**src/rtl/spi_boot_loader.sv**
```systemverilog
// spi_boot_loader
//   Post-reset boot sequencer. Acts as APB master to spi_controller, reads
//   BOOT_LEN bytes from an external SPI flash with the standard READ (0x03)
//   command and copies them, packed little-endian into 32-bit words, into
//   data_ram. The CPU is held (cpu_hold) for the whole copy.
//
// Ports
//   clk, reset                     system clock, synchronous active-high reset
//   spi_psel/penable/pwrite/paddr/pwdata
//                                  APB master request to spi_controller
//   spi_prdata, spi_pready         APB read data / ready from spi_controller
//   ram_cs, ram_we, ram_addr, ram_wdata
//                                  single-cycle word write into data_ram
//   cpu_hold                       stalls CPU, selects loader paths at SoC top
//   boot_done                      image copied successfully (sticky)
//   boot_error                     STATUS poll timeout (sticky)
module spi_boot_loader #(
  parameter logic [23:0] FLASH_ADDR = 24'h000000,
  parameter logic [15:0] BOOT_LEN   = 16'd256,
  parameter logic [31:0] RAM_BASE   = 32'h0000_0000,
  parameter logic [15:0] TIMEOUT    = 16'd1023,
  parameter logic [2:0]  REG_CTRL   = 3'h0,
  parameter logic [2:0]  REG_STATUS = 3'h1,
  parameter logic [2:0]  REG_TX     = 3'h2,
  parameter logic [2:0]  REG_RX     = 3'h3
) (
  input  logic        clk,
  input  logic        reset,
  output logic        spi_psel,
  output logic        spi_penable,
  output logic        spi_pwrite,
  output logic [2:0]  spi_paddr,
  output logic [7:0]  spi_pwdata,
  input  logic [7:0]  spi_prdata,
  input  logic        spi_pready,
  output logic        ram_cs,
  output logic        ram_we,
  output logic [31:0] ram_addr,
  output logic [31:0] ram_wdata,
  output logic        cpu_hold,
  output logic        boot_done,
  output logic        boot_error
);

  typedef enum logic [2:0] {
    S_CFG, S_CMD, S_DATA, S_WR, S_REL, S_DONE, S_ERR, S_HALT
  } state_t;

  typedef enum logic [1:0] {B_TX, B_POLL, B_RX} byte_t;

  typedef enum logic [1:0] {P_IDLE, P_SETUP, P_ACCESS} phase_t;

  state_t      state;
  byte_t       bstate;
  phase_t      phase;
  logic [15:0] cnt;   // command byte index in CMD, data byte index in DATA/WR
  logic [15:0] tmo;
  logic [31:0] acc;

  logic        req_write;
  logic [2:0]  req_addr;
  logic [7:0]  req_wdata;
  logic [7:0]  cmd_byte;
  logic [31:0] acc_merged;
  logic        last_byte;
  logic        poll_expired;
  logic [31:0] word_addr;

  always_comb begin
    cmd_byte = 8'h03;
    case (cnt[1:0])
      2'd0: cmd_byte = 8'h03;
      2'd1: cmd_byte = FLASH_ADDR[23:16];
      2'd2: cmd_byte = FLASH_ADDR[15:8];
      2'd3: cmd_byte = FLASH_ADDR[7:0];
      default: cmd_byte = 8'h03;
    endcase
  end

  // Transaction to launch from the current state when the bus is idle.
  always_comb begin
    req_write = 1'b0;
    req_addr  = REG_CTRL;
    req_wdata = '0;
    case (state)
      S_CFG: begin
        req_write = 1'b1;
        req_addr  = REG_CTRL;
        req_wdata = 8'h01;
      end
      S_CMD, S_DATA: begin
        case (bstate)
          B_TX: begin
            req_write = 1'b1;
            req_addr  = REG_TX;
            req_wdata = (state == S_CMD) ? cmd_byte : 8'h00;
          end
          B_POLL:  req_addr = REG_STATUS;
          B_RX:    req_addr = REG_RX;
          default: req_addr = REG_STATUS;
        endcase
      end
      S_REL, S_ERR: begin
        req_write = 1'b1;
        req_addr  = REG_CTRL;
        req_wdata = 8'h00;
      end
      default: ;
    endcase
  end

  assign acc_merged   = acc | (32'(spi_prdata) << {cnt[1:0], 3'b000});
  assign last_byte    = (cnt == BOOT_LEN - 16'd1);
  assign poll_expired = ({1'b0, tmo} + 17'd1) >= {1'b0, TIMEOUT};
  assign word_addr    = RAM_BASE + {16'b0, cnt[15:2], 2'b00};

  // Each APB transaction is IDLE -> SETUP -> ACCESS(+waits); the IDLE cycle
  // guarantees psel/penable are low for a cycle between transactions.
  always_ff @(posedge clk) begin
    if (reset) begin
      state       <= S_CFG;
      bstate      <= B_TX;
      phase       <= P_IDLE;
      cnt         <= '0;
      tmo         <= '0;
      acc         <= '0;
      spi_psel    <= 1'b0;
      spi_penable <= 1'b0;
      spi_pwrite  <= 1'b0;
      spi_paddr   <= '0;
      spi_pwdata  <= '0;
      ram_cs      <= 1'b0;
      ram_we      <= 1'b0;
      ram_addr    <= '0;
      ram_wdata   <= '0;
      cpu_hold    <= 1'b1;
      boot_done   <= 1'b0;
      boot_error  <= 1'b0;
    end else begin
      case (state)
        S_WR: begin
          ram_cs <= 1'b0;
          ram_we <= 1'b0;
          if (last_byte) begin
            state <= S_REL;
          end else begin
            cnt    <= cnt + 16'd1;
            state  <= S_DATA;
            bstate <= B_TX;
          end
        end
        S_DONE, S_HALT: ;
        default: begin
          case (phase)
            P_IDLE: begin
              spi_psel    <= 1'b1;
              spi_penable <= 1'b0;
              spi_pwrite  <= req_write;
              spi_paddr   <= req_addr;
              spi_pwdata  <= req_wdata;
              phase       <= P_SETUP;
            end
            P_SETUP: begin
              spi_penable <= 1'b1;
              phase       <= P_ACCESS;
            end
            P_ACCESS: begin
              if (spi_pready) begin
                spi_psel    <= 1'b0;
                spi_penable <= 1'b0;
                phase       <= P_IDLE;
                case (state)
                  S_CFG: begin
                    state  <= S_CMD;
                    bstate <= B_TX;
                    cnt    <= '0;
                  end
                  S_CMD, S_DATA: begin
                    case (bstate)
                      B_TX: begin
                        bstate <= B_POLL;
                        tmo    <= '0;
                      end
                      B_POLL: begin
                        if (spi_prdata[0]) begin
                          bstate <= B_RX;
                        end else begin
                          tmo <= tmo + 16'd1;
                          if (poll_expired) state <= S_ERR;
                        end
                      end
                      B_RX: begin
                        bstate <= B_TX;
                        if (state == S_CMD) begin
                          if (cnt[1:0] == 2'd3) begin
                            state <= S_DATA;
                            cnt   <= '0;
                          end else begin
                            cnt <= cnt + 16'd1;
                          end
                        end else if (cnt[1:0] == 2'd3 || last_byte) begin
                          state     <= S_WR;
                          ram_cs    <= 1'b1;
                          ram_we    <= 1'b1;
                          ram_addr  <= word_addr;
                          ram_wdata <= acc_merged;
                          acc       <= '0;
                        end else begin
                          acc <= acc_merged;
                          cnt <= cnt + 16'd1;
                        end
                      end
                      default: bstate <= B_TX;
                    endcase
                  end
                  S_REL: begin
                    state     <= S_DONE;
                    cpu_hold  <= 1'b0;
                    boot_done <= 1'b1;
                  end
                  S_ERR: begin
                    state      <= S_HALT;
                    boot_error <= 1'b1;
                  end
                  default: ;
                endcase
              end
            end
            default: phase <= P_IDLE;
          endcase
        end
      endcase
    end
  end

endmodule

```
**config.mk**
```make
export PLATFORM = sky130hd
export DESIGN_NAME = spi_boot_loader
export DESIGN_NICKNAME = d
export VERILOG_FILES = /design/src/rtl/spi_boot_loader.sv
export SDC_FILE = /design/constraint.sdc
export NUM_CORES = 1
export LEC_CHECK = 0
export ABC_AREA = 1
export CAP_MARGIN = 5
export CORE_ASPECT_RATIO = 2
export CORE_UTILIZATION = 52
export CTS_CLUSTER_SIZE = 28
export DETAILED_ROUTE_END_ITERATION = 6
export PLACE_DENSITY = 0.73
export REMOVE_ABC_BUFFERS = 1
export SYNTH_ARGS = -nofsm -noshare
export SYNTH_HDL_FRONTEND = slang
export SYNTH_SLANG_ARGS = --single-unit
```
**constraint.sdc**
```tcl
create_clock -name clk -period 5.2 [get_ports clk]
set_input_delay 1.04 -clock clk [delete_from_list [all_inputs] [get_ports clk]]
set_output_delay 1.04 -clock clk [all_outputs]
set_load 0.01 [all_outputs]
```
## Word level (Yosys, flattened, before mapping)

Cells that the tools add are included.

- Bitwise operators: 4
- $lt $le $gt $ge: 1
- Add/sub/neg operators: 3
- Shift-type cells: 1
- Equality and inequality tests: 27
- Reductions and logical operators: 33
- Mux-type cells: 50

Operators by type and width:

| operator | number |
|---|---|
| $mux 16 | 8 |
| $pmux 16 s2 | 3 |
| $add 16x1->16 const B | 2 |
| $mux 32 | 1 |
| $or 32x32->32 | 1 |
| $pmux 8 s2 | 2 |
| $shl 8x5->32 | 1 |
| $mux 3 | 8 |
| $reduce_and 7->1 | 3 |
| $reduce_and 6->1 | 3 |
| $add 16x1->17 const B | 1 |
| $ge 17x10->1 const B | 1 |
| $eq 16x8->1 const B | 1 |
| $mux 8 | 2 |
| $pmux 2 s2 | 4 |
| $reduce_bool 2->1 | 7 |
| $eq 3x3->1 const B | 4 |
| $mux 2 | 6 |
| $ne 4x4->1 const B | 3 |
| $pmux 3 s2 | 2 |
| $pmux 3 s4 | 1 |
| $ne 5x4->1 const B | 2 |
| $reduce_and 9->1 | 1 |
| $reduce_or 3->1 | 3 |
| other kinds (23) | 49 |

- Word-level logic and storage cells: 136
- Register bits: 135
- Input bits: 11
- Output and inout bits: 83

## Longest topological paths before layout

Gate-level depths: netlist of run 1.

- Depth after elaboration: 9
- Mapped depth: 14
- Mapped depth without buffers: 13

## Least setup slack after synthesis of run 1

No wires, ideal clock.

- Path type: input to register
- Start point: input spi_pready
- End point: register ram_wdata[23]
- Required time: 5.053 ns
- Stages: 8
- Slack: 3.099 ns
- Library setup time: 0.147 ns
- Buffers on the path: 3
- Arrival: 1.954 ns
- Path through: nand2_1 nor2_1 nand3_2 buf_6 nor2_8 buf_4 buf_6 a311oi_2

- Word-level cells in the longest chain between the ends: 1

RTL lines:

| element | RTL line | source |
|---|---|---|
| start: declaration | 35 | `input logic spi_pready,` |
| $reduce_and 7->1 (no source line) | -- |  |
| end signal: assignment | 206 | `ram_wdata <= acc_merged;` |
| end: declaration | 39 | `output logic [31:0] ram_wdata,` |

No other way between the ends.
A chain may end at the register's enable or synchronous reset.

## Worst setup path in the final report of run 1

- Start point: input spi_pready
- End point: register ram_wdata[31]

Same word-level chain as after synthesis.

==> results.ini, run 1 <==
[status]
status=finished, final reports clean

[setup_path]
required_ns=5.52
cpMostUsedCell=nor2_1
crit_buf_inv=2
crit_family=simple AND/OR/NAND/NOR gates
arrival_ns=3.80
end_kind=flip-flop
critPathKind=in2reg
critPathMaxFanout=38
critPathLaunchType=input port
max_stage_delay_ns=0.75
path_cells=clkdlybuf4s50_1 > nand2_1 > nor2_1 > nand3_2 > nor2_8 > buf_4 > nor2_1 > a311oi_2
cpMaxStageDelayCell=nor2_8

[synth]
yosysUniqueCellTypes=39
syn_avg_cell_area_sq_um=7.64
yosysSeqAreaShare_pct=40.4
ys_seq_elements=128
yosys_most_used_dff=dfxtp_1
async_reset_ff_share_pct=0
synth_warnings=0
syn_inst=829
netlist_area_sq_um=6340
synth_edf_count=0

[timing]
post-route-period-util_pct=66.8
fin_skew_ns=0.00853
fin_ws_ns=1.73
finalHoldViolCount=0
worst_slew_pin_slew_ns=0.897
setup_tns_ns=0
slew_viol_final=0
min_period_ns=3.47
fmax_ghz=0.288
max-slew-margin-rel_pct=40.2
finalSetupViolCount=0
hold_ws_ns=0.449
grt_setup_unrepaired=no

[layout]
most-common-layout-cells=nand2_1, dfxtp_1, nor2_1, inv_1, a21oi_1
antennaDiodeCount=0
final_net_count=902
final_core_util_pct=64.7
instances_no_fill=1043
fin_area_sq_um=7610
syn_to_final_growth_pct=20.1
layout-drive-gt1-share_pct=12.2

[routing]
route.vias.total=5729
drt_drc_violations_left=0
dr.pass1.iters=5
drtAntennaViolNets=0
drtIter0Drc=278
routed_wl_microns=15400
drt-wirelength-per-cell_microns=14.8
detail_route.vias_per_cell=5.49

[power]
switching_power_mw=0.537
intPower_mw=1.91
peakVddDrop_mv=0.301
p_comb_share_pct=4.6
power.leakage_nw=2.70
pwr_density_cell_nw_per_um2=322
p_sw_share_pct=21.9
totalPowerFinal_mw=2.45
clkPwrFrac_pct=54.5
p_seq_share_pct=40.9

[clock_network]
ctsHoldBuffers=0
insertion_delay_ns=0.41
root_buffer=clkbuf_16
cts_tree=yes
post_cts_buffers=0
cts.clk_slew.worst_paths_ns=0.06
cts_num_sinks=128
cts_resized=0
cts_buffer_depth=2
cts_buffers=17
h-tree-depth=4

[grt]
grt.overflow.total=0
grt_pass1_wl_microns=24900
grt_max_degree=66
grt_antenna_before_repair=0
grt_pass1_vias=5446
grtUsageTotal_pct=25.4

[floorplan]
dieArea_sq_um=12700
ios=94
fp.dieH_microns=158
row_count=56
core_area_sq_um=11800
start_util_pct=53.8
die_w_microns=80.1

[hold_path]
min-delay-path-class=reg2reg

[run]
cap_violations=0

[placed_design]
dpl.hpwl_microns=10700
pre_cts_ws_ns=1.29
portBuffers=68
routabilityCongestion=0.962
dp_cells=1011
postPlaceCellArea_sq_um=6940

## state kept, by name (all words and copies together), names as in the netlist
name	count
spi_pwdata	2
ram_we	1
spi_pwrite	1
acc	32
ram_wdata	32
phase	2
spi_penable	1
boot_done	1
spi_paddr	2
state	3
cnt	16
tmo	16
ram_addr	14
spi_psel	1
cpu_hold	1
boot_error	1
bstate	2
## final cells by class
| type | instances | area [sq um] |
|---|---|---|
| Sequential cell | 128 | 2560 |
| Tap cell | 145 | 181 |
| Clock buffer | 20 | 467 |
| Inverter | 89 | 339 |
| Timing Repair Buffer | 74 | 721 |
| Clock inverter | 12 | 204 |
| Fill cell | 1036 | 4160 |
| Multi-Input combinational cell | 575 | 3140 |
## kinds of logic after synthesis
kind of cell,Yosys count,synth area share (%)
compound gates,159,18.3
xor+xnor,3,0.415
fa+ha+maj,6,1.18
buf+inv,150,11.5
flops,128,40.4
other cells,1,0.0592
simple gates,382,28.1
## worst reg2reg max path, cell delays in order, from the launching register on
cell	delay, ns
dfxtp_1	0.53
inv_1	0.14
nand2_1	0.11
nand2_2	0.09
nor2_8	0.18
nand3_2	0.58
nor2_8	0.77
buf_4	0.35
nor2_1	0.08
a311oi_2	0.18
## per-layer routing
layer | vias up | part of all wire (%) | global-route usage (%)
li1 | 2838 | - | -
met1 | 2710 | 38 | 25.5
met2 | 147 | 56 | 48.3
met3 | 34 | 3.1 | 4.96
met4 | 0 | 3.3 | 12.8
met5 | - | 0 | 0
## worst paths after layout
check,start,endpoint,slack [ns],cells after the start
max reg2reg,state[0],ram_wdata[31],2.09,9
min reg2reg,cpu_hold,cpu_hold,0.45,2
min,cpu_hold,cpu_hold,0.45,2
max,spi_pready,ram_wdata[31],1.73,8
## power groups by stage
| stage | combinational (mW) | sequential (mW) | clock (mW) |
|---|---|---|---|
| after floorplan | 0.0606 | 1.02 | 0 |
| after global placement | 0.109 | 1.02 | 0 |
| after detailed placement | 0.112 | 1.02 | 0 |
| after CTS | 0.112 | 1.00 | 1.35 |
| after global routing | 0.123 | 1.00 | 1.39 |
| final | 0.113 | 1.00 | 1.34 |
## Yosys cell counts, drive strengths merged, types with 2 or more instances
library cell / number / area share (%)
dfxtp: 128 / 40
nor3: 12 / 1.1
inv: 85 / 5.0
buf: 44 / 5.1
clkbuf: 17 / 1.0
clkinv: 4 / 0.32
nand2: 134 / 8.2
a21oi: 81 / 6.4
xor2: 2 / 0.28
o211ai: 2 / 0.24
nor4: 2 / 0.20
or2: 33 / 3.3
nand4: 13 / 1.3
a31oi: 2 / 0.20
nor2: 109 / 7.4
a311oi: 32 / 7.6
a22oi: 5 / 0.59
nand3: 73 / 6.0
ha: 6 / 1.2
o2111ai: 2 / 0.28
o21ai: 30 / 2.4
a211oi: 5 / 0.59
nand3b: 5 / 0.59
Note: power is estimated with default switching activity, not from simulation.
==> run 2: changes to the inputs <==
Clock period 5.2 ns to 3.41 ns, I/O delays scaled along.
==> run 2 against run 1 <==
Worst setup slack got worse by 0.65 ns. Global-route usage up 0.77 points. Register-to-register slack got worse by 0.95 ns. Clock skew rose by 0.0025 ns. Largest cell class unchanged. Wire length increased by 3.0%. Clock-buffer cell count decreased by 2. Total power grew 47%. Core utilization down 0.12 points. Critical path type unchanged. Cell count grew 0.19%. Sequential share of layout area rose by 0.061 points. Final area down 0.18%.
==> results.ini, run 2 (synthesis gave the netlist of run 1 again) <==
[layout]
syn_to_final_growth_pct=19.9
regArea_sq_um=2560
most-common-layout-cells=nand2_1, dfxtp_1, nor2_1, inv_1, a21oi_1
reg_top3=acc (32), ram_wdata (32)
layout-drive-gt1-share_pct=12.4
multi_input_area_sq_um=3140
antennaDiodeCount=0
nFillCells=1069
final_net_count=904

[power]
p_comb_share_pct=5.1
totalPowerFinal_mw=3.60
intPower_mw=2.74
switching_power_mw=0.855
p_sw_share_pct=23.8
power.leakage_nw=2.70
peakVddDrop_mv=0.378
clkPwrFrac_pct=52.6
p_seq_share_pct=42.3
pwr_density_cell_nw_per_um2=474

[setup_path]
required_ns=3.75
end_kind=flip-flop
critPathMaxFanout=17
critPathLaunchType=input port
arrival_ns=2.67
critPathKind=in2reg

[timing]
finalSetupViolCount=0
slew_viol_final=0
min_period_ns=2.33
max-slew-margin-rel_pct=39.0
post-route-period-util_pct=68.3
setup_tns_ns=0
worst_slew_pin_slew_ns=0.915
grt_setup_unrepaired=no
fmax_ghz=0.429
hold_ws_ns=0.457
finalHoldViolCount=0
fin_skew_ns=0.0110

[grt]
grt_max_degree=65
grt_pass1_vias=5456
grt_antenna_before_repair=0
grt.overflow.total=0
grtUsageTotal_pct=26.2
grt_pass1_wl_microns=25500

[routing]
drt_drc_violations_left=0
route.vias.total=5776
drt-wirelength-per-cell_microns=15.2
routed_wl_microns=15900
detail_route.vias_per_cell=5.53
drtAntennaViolNets=0
drtIter0Drc=311
dr.pass1.iters=5

[clock_network]
ctsHoldBuffers=0
cts_tree=yes
h-tree-depth=4
post_cts_buffers=0
cts.clk_slew.worst_paths_ns=0.06
root_buffer=clkbuf_16
cts_num_sinks=128
insertion_delay_ns=0.42
cts_resized=0
cts_buffer_depth=2
cts_buffers=17

[placed_design]
portBuffers=68
routabilityCongestion=0.940
dpl.hpwl_microns=10900

[floorplan]
start_util_pct=53.8
core_area_sq_um=11800
row_count=56
fp.dieH_microns=158
dieArea_sq_um=12700
ios=94
die_w_microns=80.1

[status]
status=finished, final reports clean

[hold_path]
min-delay-path-class=reg2reg

[run]
cap_violations=0

## run 2: worst paths after layout
kind	start	to	slack (ns)	cells past startpoint
hold reg to reg	boot_done	boot_done	0.46	2
setup reg to reg	state[0]	tmo[2]	1.14	10
hold / removal	boot_done	boot_done	0.46	2
setup / recovery	spi_prdata[0]	tmo[2]	1.08	10
## run 2: power by group through the flow
stage / logic, mW / clock network [mW] / registers, mW
5_1_grt: 0.200 / 1.99 / 1.52
3_5_place_dp: 0.179 / 0 / 1.55
6_report: 0.183 / 1.89 / 1.52
3_3_place_gp: 0.177 / 0 / 1.55
4_1_cts: 0.181 / 1.92 / 1.52
2_1_floorplan: 0.0924 / 0 / 1.56
## run 2: per-layer routing
layer  vias up  share of wire (%)  global-route usage (%)  routed length [microns]
met3        46                3.7                    5.01                      581
met1      2738                 37                    26.0                     5900
met2       166                 55                    49.5                     8750
li1       2826                  -                       -                        -
met5         -                  0                       0                        0
met4         0                4.0                    14.5                      629
## run 2: layout make-up
class | count | area share, %
Inverter | 89 | 4.46
Timing Repair Buffer | 76 | 10.0
Sequential cell | 128 | 33.7
Clock inverter | 14 | 2.34
Clock buffer | 18 | 5.78
Tap cell | 145 | 2.39
Multi-Input combinational cell | 575 | 41.3
## run 2: worst max-delay path: stages
cell and delay [ns]:
clkdlybuf4s50_1 0.52, inv_1 0.09, nor2_1 0.07, nor3_2 0.17
nand3_2 0.34, nor2_4 0.44, inv_1 0.10, nor2_1 0.10
a21oi_1 0.04, nor2_1 0.10
## run 2: stage by stage
| stage | area (sq um) | setup slack, ns | util, % | cells |
|---|---|---|---|---|
| floorplan | 6040 | 0.935 | - | 792 |
| global placement | 6980 | 0.729 | 59.3 | 1013 |
| detailed placement | 6980 | 0.720 | 59.3 | 1013 |
| CTS | 7600 | 1.12 | 64.5 | 1045 |
| global route | 7600 | 0.968 | 64.5 | 1045 |
| finish | 7600 | 1.08 | 64.5 | 1045 |
==> run 3: changes to the inputs <==
Clock period 3.41 ns to 2.2 ns, I/O delays scaled along.
==> run 3 against run 2 <==
Clock-buffer cell count fell by 1. Clock skew rose by 0.0026 ns. Die area did not move. Clock power rose by 46%. Register-to-register slack got worse by 1.0 ns. Hold slack barely moved.
==> results.ini, run 3 (synthesis gave the netlist of run 1 again) <==
[grt]
met2_usage_pct=48.5
grt_antenna_before_repair=0
grt.overflow.total=0
grt_busiest_layer=met2
grt_pass1_wl_microns=25700
grt_util_met1_pct=27.0
use_met3_pct=5.53
grt_max_degree=65
grt_pass1_vias=5487
grtUsageTotal_pct=26.2

[power]
p_sw_share_pct=24.0
power.leakage_nw=2.78
peakVddDrop_mv=0.576
clkPwrFrac_pct=50.8
pwr_density_cell_nw_per_um2=699
intPower_mw=4.11
p_seq_share_pct=43.6
switching_power_mw=1.30
p_comb_share_pct=5.6
totalPowerFinal_mw=5.41

[timing]
max-slew-margin-rel_pct=39.0
fmax_ghz=0.485
fin_skew_ns=0.0136
worst_slew_pin_slew_ns=0.915
finalSetupViolCount=0
finalHoldViolCount=0
hold_ws_ns=0.457
grt_setup_unrepaired=no
slew_viol_final=0
min_period_ns=2.06
post-route-period-util_pct=93.7

[layout]
instances_no_fill=1066
syn_to_final_growth_pct=22.1
multi_input_area_sq_um=3140
layout-drive-gt1-share_pct=14.5
final_core_util_pct=65.7
regArea_sq_um=2560
reg_top3=acc (32), ram_wdata (32)
fin_area_sq_um=7740
final_net_count=926
final_common_cell=nand2_1
antennaDiodeCount=0
nFillCells=1042
most-common-layout-cells=nand2_1, dfxtp_1, nor2_1, inv_1, a21oi_1

[clock_network]
root_buffer=clkbuf_16
cts_buffer_depth=2
cts.clk_slew.worst_paths_ns=0.06
insertion_delay_ns=0.41
cts_num_sinks=128
post_cts_buffers=0
cts_tree=yes
cts_buffers=17
h-tree-depth=4

[floorplan]
dieArea_sq_um=12700
row_count=56
die_w_microns=80.1
ios=94
start_util_pct=53.8
fp.dieH_microns=158
core_area_sq_um=11800

[setup_path]
required_ns=2.55
critPathMaxFanout=7
critPathKind=reg2reg
critPathLaunchType=flip-flop
end_kind=flip-flop
r2r_cells=12
arrival_ns=2.41
startpoint=state[2]
r2r-start=state[2]

[routing]
route.vias.total=5773
drt-wirelength-per-cell_microns=15.1
drt_drc_violations_left=0
routed_wl_microns=16100
detail_route.vias_per_cell=5.42
drtIter0Drc=347
dr.pass1.iters=5
drtAntennaViolNets=0

[placed_design]
dp_cells=1035
routabilityCongestion=0.955
postPlaceCellArea_sq_um=7160
portBuffers=68
dpl.hpwl_microns=11400

[hold_path]
min-delay-path-class=reg2reg
holdPathStages=2
holdCritStartpoint=cpu_hold

[status]
status=finished, final reports clean

[run]
cap_violations=0

run 3: changes by cell type in the layout (fill, tap and decap cells not counted), sizes merged:
cell | previous run | this run
buf | 9 | 31
clkinv | 9 | 6
clkinvlp | 1 | 4
bufinv | 3 | 2
clkbuf | 18 | 17
inv | 90 | 91
run 3: power groups by stage:
stage / Combinational (mW) / Clock [mW] / Sequential [mW]
floorplan: 0.143 / 0 / 2.42
global placement: 0.292 / 0 / 2.41
detailed placement: 0.296 / 0 / 2.41
CTS: 0.298 / 2.79 / 2.36
global route: 0.327 / 2.90 / 2.36
finish: 0.301 / 2.75 / 2.36
run 3: area by class of cell:
class                   count  share of cell area [%]
multi-input cells         575                    40.5
flip-flops and latches    128                    33.1
repair buffers             98                    12.1
clock buffers              17                    5.50
inverters                  89                    4.38
well taps                 145                    2.34
clock inverters            14                    1.97
run 3: metrics by stage:
step / worst slack [ns] / setup TNS, ns
detailed placement: -0.0955 / -0.109
floorplan: -0.261 / -12.83
global route: 0.0571 / 0
finish: 0.138 / 0
CTS: 0.141 / 0
global placement: -0.0446 / -0.0446
run 3: final timing paths:
kind / end / slack, ns
max: cnt[5] / 0.14
min: cpu_hold / 0.46
min reg2reg: cpu_hold / 0.46
max reg2reg: cnt[5] / 0.14
run 3: repair_timing:
item                                    4_1_cts  5_1_grt
gates resized for setup                       0        1
endpoints found under the setup margin        0        2
hold buffers                                  0        0
run 3: worst max-delay path, cell delays in order, from the launching register on:
cell	delay, ns
dfxtp_1	0.49
inv_2	0.14
nand2_2	0.15
nor2_1	0.05
nand2_1	0.09
nor2_1	0.07
nor2_2	0.22
nand2_2	0.21
nor2_2	0.24
nand2_1	0.10
nand2_1	0.09
nand2_1	0.07
nor2_1	0.09
run 3: routing by layer:
metal	wire, microns	share of wire [%]
met5	0	0
met4	573	3.6
met3	598	3.7
met2	8720	54
met1	6220	39
